`config.mk`:
```
export PLATFORM = sky130hd
export DESIGN_NAME = pwm_pr_multi
export DESIGN_NICKNAME = d
export VERILOG_FILES = /design/src/rtl/pwm_pkg.sv /design/src/rtl/pwm_pr_chan.sv /design/src/rtl/pwm_pr_multi.sv
export SDC_FILE = /design/constraint.sdc
export NUM_CORES = 1
export LEC_CHECK = 0
export CAP_MARGIN = 5
export CORE_ASPECT_RATIO = 0.9
export CORE_MARGIN = 8
export CORE_UTILIZATION = 61
export CTS_CLUSTER_SIZE = 12
export DETAILED_ROUTE_END_ITERATION = 10
export DONT_BUFFER_PORTS = 1
export HOLD_SLACK_MARGIN = 0.05
export MAX_ROUTING_LAYER = met4
export PLACE_DENSITY = 0.77
export SYNTH_ARGS = -nofsm -noshare
export SYNTH_HDL_FRONTEND = slang
export SYNTH_SLANG_ARGS = --single-unit
```
`constraint.sdc`:
```
create_clock -name clk_i -period 3.2 [get_ports clk_i]
set_input_delay 0.8 -clock clk_i [delete_from_list [all_inputs] [get_ports clk_i]]
set_output_delay 0.8 -clock clk_i [all_outputs]
set_load 0.02 [all_outputs]
```
`src/rtl/pwm_pkg.sv`:
```
// Shared constants and helpers for the multi-channel pseudo-random PWM.
package pwm_pkg;

    localparam logic MODE_LINEAR = 1'b0;
    localparam logic MODE_BITREV = 1'b1;

    function automatic logic [31:0] bit_rev(input logic [31:0] value,
                                            input int width);
        logic [31:0] r;
        r = '0;
        for (int i = 0; i < 32; i++) begin
            if (i < width) r[width-1-i] = value[i];
        end
        return r;
    endfunction

    function automatic logic [31:0] sat_duty(input logic [31:0] code,
                                             input int bits);
        logic [31:0] p;
        p = 32'd1 << bits;
        return (code > p) ? p : code;
    endfunction

endpackage

```
`src/rtl/pwm_pr_chan.sv`:
```
// One PWM channel: double-buffered duty, index ordering and output flop.
module pwm_pr_chan
    import pwm_pkg::*;
#(
    parameter int BITS = 4
) (
    input  logic            clk_i,
    input  logic            rst_i,
    input  logic [BITS-1:0] cnt_i,
    input  logic            reload_i,
    input  logic            mode_i,
    input  logic            wr_en_i,
    input  logic [BITS:0]   wr_duty_i,
    output logic            out_o
);

    logic [BITS:0]   shadow_q, shadow_d;
    logic [BITS:0]   active_q, active_d;
    logic            out_q, out_d;
    logic [BITS-1:0] idx;

    always_comb begin
        shadow_d = wr_en_i ? wr_duty_i : shadow_q;
        active_d = active_q;
        // A write landing on the reload edge goes straight to active
        if (reload_i) active_d = wr_en_i ? wr_duty_i : shadow_q;
        idx = (mode_i == MODE_BITREV)
            ? BITS'(bit_rev(32'(cnt_i), BITS))
            : cnt_i;
        out_d = (active_q > {1'b0, idx});
    end

    always_ff @(posedge clk_i) begin
        if (rst_i) begin
            shadow_q <= '0;
            active_q <= '0;
            out_q    <= 1'b0;
        end else begin
            shadow_q <= shadow_d;
            active_q <= active_d;
            out_q    <= out_d;
        end
    end

    assign out_o = out_q;

endmodule

```
`src/rtl/pwm_pr_multi.sv`:
```
// Multi-channel PWM with linear or bit-reversed ordering and optional
// per-channel phase staggering.
module pwm_pr_multi
    import pwm_pkg::*;
#(
    parameter int CHANNELS = 4,
    parameter int BITS     = 4,
    parameter int STAGGER  = 0
) (
    input  logic                        clk_i,
    input  logic                        rst_i,
    input  logic [BITS:0]               wr_data_i,
    input  logic [$clog2(CHANNELS)-1:0] wr_ch_i,
    input  logic                        wr_valid_i,
    output logic                        wr_ready_o,
    input  logic                        mode_i,
    output logic [CHANNELS-1:0]         out_o,
    output logic                        period_start_o
);

    localparam int P   = 1 << BITS;
    localparam int CHW = $clog2(CHANNELS);

    logic [BITS-1:0] cnt_q, cnt_d;
    logic            mode_q, mode_d;
    logic            ps_q, ps_d;
    logic            wr_fire;
    logic [BITS:0]   wr_duty;

    always_comb begin
        cnt_d  = cnt_q + 1'b1;
        mode_d = (cnt_q == BITS'(P - 1)) ? mode_i : mode_q;
        ps_d   = (cnt_q == '0);
    end

    always_ff @(posedge clk_i) begin
        if (rst_i) begin
            cnt_q  <= '0;
            mode_q <= MODE_LINEAR;
            ps_q   <= 1'b0;
        end else begin
            cnt_q  <= cnt_d;
            mode_q <= mode_d;
            ps_q   <= ps_d;
        end
    end

    assign wr_ready_o     = ~rst_i;
    assign wr_fire        = wr_valid_i & wr_ready_o;
    assign wr_duty        = (BITS+1)'(sat_duty(32'(wr_data_i), BITS));
    assign period_start_o = ps_q;

    for (genvar k = 0; k < CHANNELS; k++) begin : g_ch
        localparam int OFF = (STAGGER != 0) ? (k * (P / CHANNELS)) % P : 0;

        logic [BITS-1:0] cnt_k;
        logic            reload_k;
        logic            wr_en_k;

        assign cnt_k    = cnt_q + BITS'(OFF);
        assign reload_k = (cnt_k == BITS'(P - 1));
        assign wr_en_k  = wr_fire && (wr_ch_i == CHW'(k));

        pwm_pr_chan #(
            .BITS(BITS)
        ) u_chan (
            .clk_i    (clk_i),
            .rst_i    (rst_i),
            .cnt_i    (cnt_k),
            .reload_i (reload_k),
            .mode_i   (mode_q),
            .wr_en_i  (wr_en_k),
            .wr_duty_i(wr_duty),
            .out_o    (out_o[k])
        );
    end

endmodule
```
* Word-level counts from Yosys, hierarchy flattened
Index checks and enable logic that the tools add are counted.
Storage, ports and cells: input port bits 11, bits in registers 50, bits in latches 0, bits in writable memories 0, memories kept 0, output and inout bits 6, logic and storage cells 39, bits in read-only memories 0
Operators by class: mux-type cells 6, order comparisons 5, multipliers 0, bitwise logic cells 2, reduce and logical (&&, ||, !) cells 6, add/sub/neg operators 1, equal/unequal tests 4, shifts and indexed selects 0, div/mod/pow operators 0
Operators by type and width (number):
- 5-bit 2-to-1 mux | 5
- 5-bit by 4-bit > comparator with 1-bit output | 4
- 5-bit > comparator (second input constant) | 1
- 4-bit by 1-bit adder with 4-bit output (second input constant) | 1
- 2-bit equality test (second input constant) | 2
- 4-bit equality test (second input constant) | 1
- 1-bit logical AND | 4
- 4-bit zero test | 1
- 4-bit 2-to-1 mux | 1
- 2-bit by 1-bit equality test with 1-bit output (second input constant) | 1
- 2-bit zero test | 1
- 1-bit bitwise AND | 1
- 1-bit NOT | 1

* Longest topological paths before layout
Gate-level depths: netlist of run 1.
depth after elaboration 4, depth in mapped cells 7, gate-level depth less buffers 6

* Modules after synthesis
Synthesis of run 1 repeated with hierarchy kept, for this count alone.
Second synthesis, totals: cells, all modules 230, area total of the unflattened synthesis 2346.0 sq um
Modules (own cells, without submodules):
- pwm_pr_chan | instances 4, sequential area each 220.2 sq um, cells each 49, area each 501.7 sq um
- pwm_pr_multi | instances 1, sequential area each 120.1 sq um, cells each 34, area each 339.1 sq um

* Least setup slack after synthesis of run 1
No wires, ideal clock.
kind input -> output, from input port rst_i, to output port wr_ready_o, path buffers 2, stages 3, data arrival time 1322 ps, setup slack 1078 ps, data required time 2400 ps, cell sequence buf_6 > inv_1 > clkbuf_1
Between the ends: longest elaborated chain between the ends 1
RTL lines:
- from (decl) | RTL line pwm_pr_multi.sv:11 | input logic rst_i,
- 1-bit NOT | RTL line pwm_pr_multi.sv:48 | assign wr_ready_o = ~rst_i;
- to (decl) | RTL line pwm_pr_multi.sv:15 | output logic wr_ready_o,
No other way between the ends.

* Worst setup path in the final report of run 1
Ends and elaborated chain as after synthesis.

==> results of run 1 <==
-- Yosys cell counts (7+ instances only) --
| master | n | share of area |
|---|---|---|
| a211oi_1 | 8 | 0.028 |
| nor2b_1 | 9 | 0.026 |
| inv_1 | 7 | 0.012 |
| a21oi_1 | 20 | 0.046 |
| mux2i_1 | 24 | 0.11 |
| o21ai_0 | 18 | 0.042 |
| ha_1 | 18 | 0.10 |
| nor2_1 | 28 | 0.049 |
| clkbuf_1 | 10 | 0.017 |
| dfxtp_1 | 50 | 0.46 |
-- flip-flops by register name, indices dropped and copies added, names as in the netlist --
signal	cells
g_ch.u_chan.active_q	20
g_ch.u_chan.shadow_q	20
cnt_q	4
g_ch.u_chan.out_o	4
mode_q	1
period_start_o	1
-- final timing paths --
| kind | to | slack, ns | cells after the start |
|---|---|---|---|
| max | wr_ready_o | 1.12 | 1 |
| min | cnt_q[0] | 0.50 | 1 |
| max reg2reg | g_ch[1].u_chan.out_o | 1.36 | 5 |
| min reg2reg | cnt_q[0] | 0.50 | 1 |
-- final cells by class --
class	instances	area, um2
tap	44	55.1
timing repair buffer	3	22.5
inverter	7	26.3
sequential	50	1000
fill	255	1120
clock inverter	1	30.0
multi-input combinational	146	1040
clock buffer	6	82.6
-- stage by stage --
stage	setup WS, ns	power, mW	hold WS (ns)	instance area [um2]	util
4_1_cts	1.15	1.18	0.505	2260	0.669
5_1_grt	1.08	1.22	0.525	2260	0.669
3_5_place_dp	1.15	0.738	0.486	2150	0.635
3_3_place_gp	1.18	0.732	0.464	2150	0.635
6_report	1.12	1.17	0.501	2260	0.669
2_1_floorplan	1.08	0.734	0.441	2160	-
-- worst register-to-register path, cell delays in order (launching register included) --
cell and delay [ns]:
dfxtp_1 0.48, mux2i_1 0.54, ha_1 0.35, nand4_1 0.09
nor2_1 0.04, a211oi_1 0.23
-- kinds of logic (layout without fill, tap and decap cells) --
kind of cell,after synthesis,count (layout),share of synthesized area
AOI/OAI and AO/OA,53,53,0.137
DFF,50,50,0.463
and+or+nand+nor,49,49,0.122
buffers and inverters,25,17,0.0556
muxes,24,24,0.111
adders and majority gates,18,18,0.104
xor gates and xnor gates,2,2,0.00810
-- power breakdown --
group / internal, mW / total, mW / switching, mW
registers: 0.635 / 0.650 / 0.0154
logic: 0.0337 / 0.0737 / 0.0400
clock network: 0.250 / 0.447 / 0.197
-- metal layers --
| metal | up-vias | GRT usage | part of all wire |
|---|---|---|---|
| li1 | 753 | - | - |
| met1 | 730 | 0.190 | 0.42 |
| met2 | 33 | 0.269 | 0.52 |
| met3 | 7 | 0.0469 | 0.056 |
| met4 | 0 | 0.0493 | 0.0084 |
| met5 | - | - | 0 |
==> impl_results.md, run 1 <==
* Slew headroom at 0.579
* Mapped cell area at 2160 um2
* Synth Register Bits at 50
* Reg-to-Reg Start: mode_q
* Die height at 72.5 um
* Syn_nets at 250
* Pwr Density at 518 nW/um2
* DR iter-0 viols at 142
* Deepest clock path buffer count at 2
* Status: completed
* # hold bufs at CTS at 0
* HP Class: flop to flop
* Die width at 78.8 um
* Synth warn at 0
* Routed WL per cell at 16.6 um
* Crit path buf inv count at 1
* Startpoint types: input port
* Via count at 1,523
* Post-Syn Instances at 221
* Clock transition at path regs at 0.08 ns
* Root buffer cell: clkbuf_8
* Core Area at 3380 um2
* First-pass GRT wire length at 7240 um
* Vias per cell at 5.93
* Fin crit period at 2.08 ns
* Final Hold Viols at 0
* Ant diodes at 0
* Num rows at 20
* Hold Path Origin: cnt_q[0]
* Post-route setup TNS at 0 ns
* Total CTS buffers at 5
* CP Class: input port to output pin
* Port Buffers at 0
* # nets final at 242
* Total Wirelength at 4270 um
* I/O pin count at 17
* CTS tree: built
* Final antenna-violating net count at 0
* Max-slew violation count at 0
* VDD IR max at 0.510 mV
* Tot GR Track Use at 0.164
* Vias in the first global route at 1,541
* Hpwl dp at 3180 um
* Initial Util at 0.640
* Die Footprint at 5710 um2
* Main flop type after synthesis: dfxtp_1
* Post-synthesis async set-or-reset flop share at 0
* Commonest non-fill, non-tap cells in the layout: dfxtp_1 (50), nor2_1 (28), mux2i_1 (24)
* Worst slew pin tran at 0.631 ns
* Remaining DRCs at 0
* Global route total overflow at 0
* Number of distinct library cells after synthesis at 25
* Area growth syn-to-layout at 4.46%
* Max frequency at 482 MHz
* CP startpoint: rst_i
* Critical Path RT at 2.40 ns
* Final period utilization at 0.649
* DRT Pass-1 Iters at 4
* Final clock skew at 0.00783 ns
* Seq/Total Area, Yosys at 0.463
* Final Setup Violations at 0
* Initial antenna violation count at 0
* Placed Cells at 250
* CTS Sinks at 50
* Critical-path maximum fanout at 35
* CP max stage delay at 0.46 ns
* Slowest cell on crit path: inv_1
* Total setup buffers inserted after CTS at 0
* Crit path DAT at 1.28 ns
* Gpl congestion at 0.807
* Crit path max-delay family: buffers and inverters
* Post-synth EDFFs at 0
* Share of cells above drive strength 1 at 0.0516
* RSZ-0062 raised after global routing: no
* Most common cell after layout, fill and taps aside: dfxtp_1
* Total of max-cap violations at 0
* Syn avg cell area at 9.78 um2
* CP cell instances: inv_1
* H-tree levels at 2
* Critical Path End Type: output pin
* Largest net degree at the start of global routing at 41
* Post-CTS resize count at 0
* Later-pin clock latency in the skew report at 0.30 ns
* Post-route insts no fill at 257
* Leakage power figure at 0.886 nW
Note: power is estimated with default switching activity, not from simulation.
==> inputs of run 2 (changes only) <==
ABC_AREA = 1   (was unset)
CORE_UTILIZATION = 57   (was 61)
PLACE_DENSITY = 0.75   (was 0.77)
clock period = 1.65 ns   (was 3.2 ns; I/O delays follow)
==> run 2 against run 1 <==
Against the previous run: setup slack worse by 1.0 ns; critical endpoint is now g_ch[2].u_chan.out_o; highest routed layer unchanged; clock skew is 0.0023 ns higher; cell area up 20%; non-clock buffer count rose by 4.
==> impl_results.md, run 2 <==
* Status: completed (unchanged)
* Ant diodes at 0 (unchanged)
* Clock transition at path regs at 0.09 ns (was 0.08 ns)
* DR iter-0 viols at 89 (was 142)
* Mapped cell area at 2550 um2 (was 2160 um2)
* Met2 usage at 0.248 (was 0.269)
* Total CTS buffers at 5 (unchanged)
* Vias per cell at 5.08 (was 5.93)
* FF/Latch Area at 1000 um2 (about the same)
* CP Class: flop to flop (was input port to output pin)
* Slew headroom at 0.697 (was 0.579)
* DRT Pass-1 Iters at 4 (unchanged)
* CP cell instances: inv_1 > nand2_1 > o21ai_2 > buf_4 > ha_1 > nand4_1 > or2_2 > nand2_1 > nor2_1 (was inv_1)
* Switching part of the total at 0.238 (was 0.215)
* Worst path depth at 9 (was 1)
* CP most frequent cell: nand2_1
* Vias in the first global route at 1,810 (was 1,541)
* Core Area at 4370 um2 (was 3380 um2)
* Post-synth EDFFs at 0 (unchanged)
* Area growth syn-to-layout at 6.42% (was 4.46%)
* Total of max-cap violations at 0 (unchanged)
* Worst Setup EP: g_ch[2].u_chan.out_o (was wr_ready_o)
* Max-slew violation count at 0 (unchanged)
* Total setup buffers inserted after CTS at 0 (unchanged)
* Reg-to-Reg Start: cnt_q[0] (was mode_q)
* Critical-path maximum fanout at 3 (was 35)
* Critical Path End Type: flop (was output pin)
* Later-pin clock latency in the skew report at 0.30 ns (about the same)
* Global route total overflow at 0 (unchanged)
* Root buffer cell: clkbuf_8 (unchanged)
* Deepest clock path buffer count at 2 (unchanged)
* R2R setup slack at 0.12 ns (was 1.36 ns)
* Seq/Total Area, Yosys at 0.392 (was 0.463)
* Met3 usage in global routing at 0.0340 (was 0.0469)
* Final period utilization at 0.929
* Max frequency at 652 MHz
* Area leader, netlist: dfxtp_1 (unchanged)
* Die height at 79.5 um (was 72.5 um)
* Hpwl dp at 3570 um (was 3180 um)
* Die Footprint at 6880 um2 (was 5710 um2)
* Syn_nets at 358 (was 250)
* Tot GR Track Use at 0.159 (was 0.164)
* Syn avg cell area at 7.77 um2 (was 9.78 um2)
* Share of total power in combinational logic at 0.084 (was 0.063)
* Worst slew pin tran at 0.451 ns (was 0.631 ns)
* Port Buffers at 0 (unchanged)
* Slowest cell on crit path: dfxtp_1 (was inv_1)
* Multi-input gate area at 1260 um2 (was 1040 um2)
* CP max stage delay at 0.33 ns (was 0.46 ns)
* Startpoint types: flop (was input port)
* Top flop regs: g_ch.u_chan.active_q (20), g_ch.u_chan.shadow_q (20) (unchanged)
* Critical Path RT at 1.86 ns (was 2.40 ns)
* Initial antenna violation count at 0 (unchanged)
* Final clock skew at 0.0101 ns (was 0.00783 ns)
* Crit path DAT at 1.74 ns (was 1.28 ns)
* Most area-consuming cells after synthesis: dfxtp_1 (39%), nand2_1 (9.5%), ha_1 (8.8%), nand3_1 (7.4%), inv_1 (6.6%) (was dfxtp_1 (46%), mux2i_1 (11%), ha_1 (10%), nor2_1 (4.9%), a21oi_1 (4.6%))
* CP startpoint: cnt_q[0] (was rst_i)
* Post-synthesis async set-or-reset flop share at 0 (unchanged)
* # nets final at 358 (was 242)
* Post-Syn Instances at 329 (was 221)
* P_int at 1.76 mW (was 0.918 mW)
* Synth warn at 0 (unchanged)
* CTS Sinks at 50 (unchanged)
* Top cells by count, synth: nand2_1 (65), dfxtp_1 (50), inv_1 (45) (was dfxtp_1 (50), nor2_1 (28), mux2i_1 (24))
* Final Total Pwr at 2.31 mW (was 1.17 mW)
* Main flop type after synthesis: dfxtp_1 (unchanged)
* Die width at 86.6 um (was 78.8 um)
* HP Class: input port to flop (was flop to flop)
* Yosys top cell area share at 0.392 (was 0.463)
* Largest net degree at the start of global routing at 36 (was 41)
* Sequential Power Share at 0.544 (was 0.555)
* Number of distinct library cells after synthesis at 22 (was 25)
* Worst-case reg-to-reg path depth at 9 (was 5)
* Crit path buf inv count at 2 (was 1)
* CTS tree: built (unchanged)
* Worst hold slack at 0.161 ns (was 0.501 ns)
* Fin crit period at 1.53 ns
* Final Setup Violations at 0 (unchanged)
* Leakage power figure at 1.32 nW (was 0.886 nW)
* VDD IR max at 0.580 mV (was 0.510 mV)
* Net Switching at 0.550 mW (was 0.252 mW)
* Synth Register Bits at 50 (unchanged)
* Met1 Track Usage GR at 0.195 (was 0.190)
* Remaining DRCs at 0 (unchanged)
* H-tree levels at 2 (unchanged)
* Most common cell after layout, fill and taps aside: nand2_1 (was dfxtp_1)
* Most numerous cell in the Yosys netlist: nand2_1 (was dfxtp_1)
* Num rows at 23 (was 20)
* I/O pin count at 17 (unchanged)
* First-pass GRT wire length at 8340 um (was 7240 um)
* Final Hold Viols at 0 (unchanged)
* Routed WL per cell at 12.7 um (was 16.6 um)
* Gpl congestion at 0.794 (was 0.807)
* Total Wirelength at 4990 um (was 4270 um)
* Post-CTS resize count at 6 (was 0)
* Final antenna-violating net count at 0 (unchanged)
* # hold bufs at CTS at 0 (unchanged)
* Share of cells above drive strength 1 at 0.118 (was 0.0516)
* FILL cells at 398 (was 255)
* Pwr Density at 849 nW/um2 (was 518 nW/um2)
* Clock power frac at 0.372 (was 0.382)
* Commonest non-fill, non-tap cells in the layout: nand2_1 (65), dfxtp_1 (49), inv_1 (45) (was dfxtp_1 (50), nor2_1 (28), mux2i_1 (24))
* R2r endpoint: g_ch[2].u_chan.out_o (was g_ch[1].u_chan.out_o)
* Via count at 1,990 (was 1,523)
* Crit path max-delay family: simple AND/OR/NAND/NOR gates (was buffers and inverters)
* Initial Util at 0.584 (was 0.640)
* Gr busiest metal: met2 (unchanged)
run 2: layout make-up:
type,count,area share
inverters,51,0.0723
clock inverters,2,0.0138
clock buffers,6,0.0267
well taps,62,0.0285
repair buffers,7,0.0239
multi-input cells,214,0.465
flip-flops and latches,50,0.370
run 2: logic make-up after synthesis:
kind of cell / Yosys count / share of synthesized area
compound gates: 52 / 0.121
buf+inv: 65 / 0.119
simple gates: 144 / 0.280
flops: 50 / 0.392
fa+ha+maj: 18 / 0.0882
run 2: metrics by stage:
| step | utilization | setup WS, ns | std cells | area [um2] | setup TNS, ns |
|---|---|---|---|---|---|
| after detailed placement | 0.592 | -0.197 | 384 | 2590 | -0.681 |
| after global routing | 0.622 | -0.00614 | 392 | 2720 | -0.00767 |
| after global placement | 0.592 | -0.137 | 384 | 2590 | -0.457 |
| after CTS | 0.619 | 0.0244 | 392 | 2710 | 0 |
| final | 0.622 | 0.117 | 392 | 2720 | 0 |
| after floorplan | - | 0.112 | 329 | 2550 | 0 |
run 2: power groups by stage:
stage	Clock, mW	Sequential (mW)	Combinational, mW
2_1_floorplan	0	1.27	0.190
5_1_grt	0.931	1.26	0.224
3_5_place_dp	0	1.29	0.189
3_3_place_gp	0	1.29	0.185
4_1_cts	0.867	1.26	0.194
6_report	0.859	1.26	0.193
run 2: per-layer routing:
metal,vias up,part of all wire
met5,-,0
met4,0,0.016
met3,8,0.029
met2,20,0.46
met1,900,0.49
li1,1062,-
run 2: how the worst min path moves through the flow:
stage          cells past startpoint                    endpoint  slack (ns)                       start
2_1_floorplan                      1                    cnt_q[0]        0.43                    cnt_q[0]
3_3_place_gp                       2  g_ch[2].u_chan.shadow_q[2]        0.45  g_ch[2].u_chan.shadow_q[2]
3_5_place_dp                       2  g_ch[2].u_chan.shadow_q[3]        0.46  g_ch[2].u_chan.shadow_q[3]
4_1_cts                            1  g_ch[1].u_chan.shadow_q[0]        0.16                       rst_i
5_1_grt                            1  g_ch[1].u_chan.shadow_q[2]        0.15                       rst_i
6_report                           1  g_ch[1].u_chan.shadow_q[0]        0.16                       rst_i
run 2: worst reg2reg max path: cells and delay by family (launching register included):
kind / cells / cell delay (ns)
simple gates: 5 / 0.54
flops: 1 / 0.33
fa+ha+maj: 1 / 0.28
buf+inv: 2 / 0.22
compound gates: 1 / 0.08
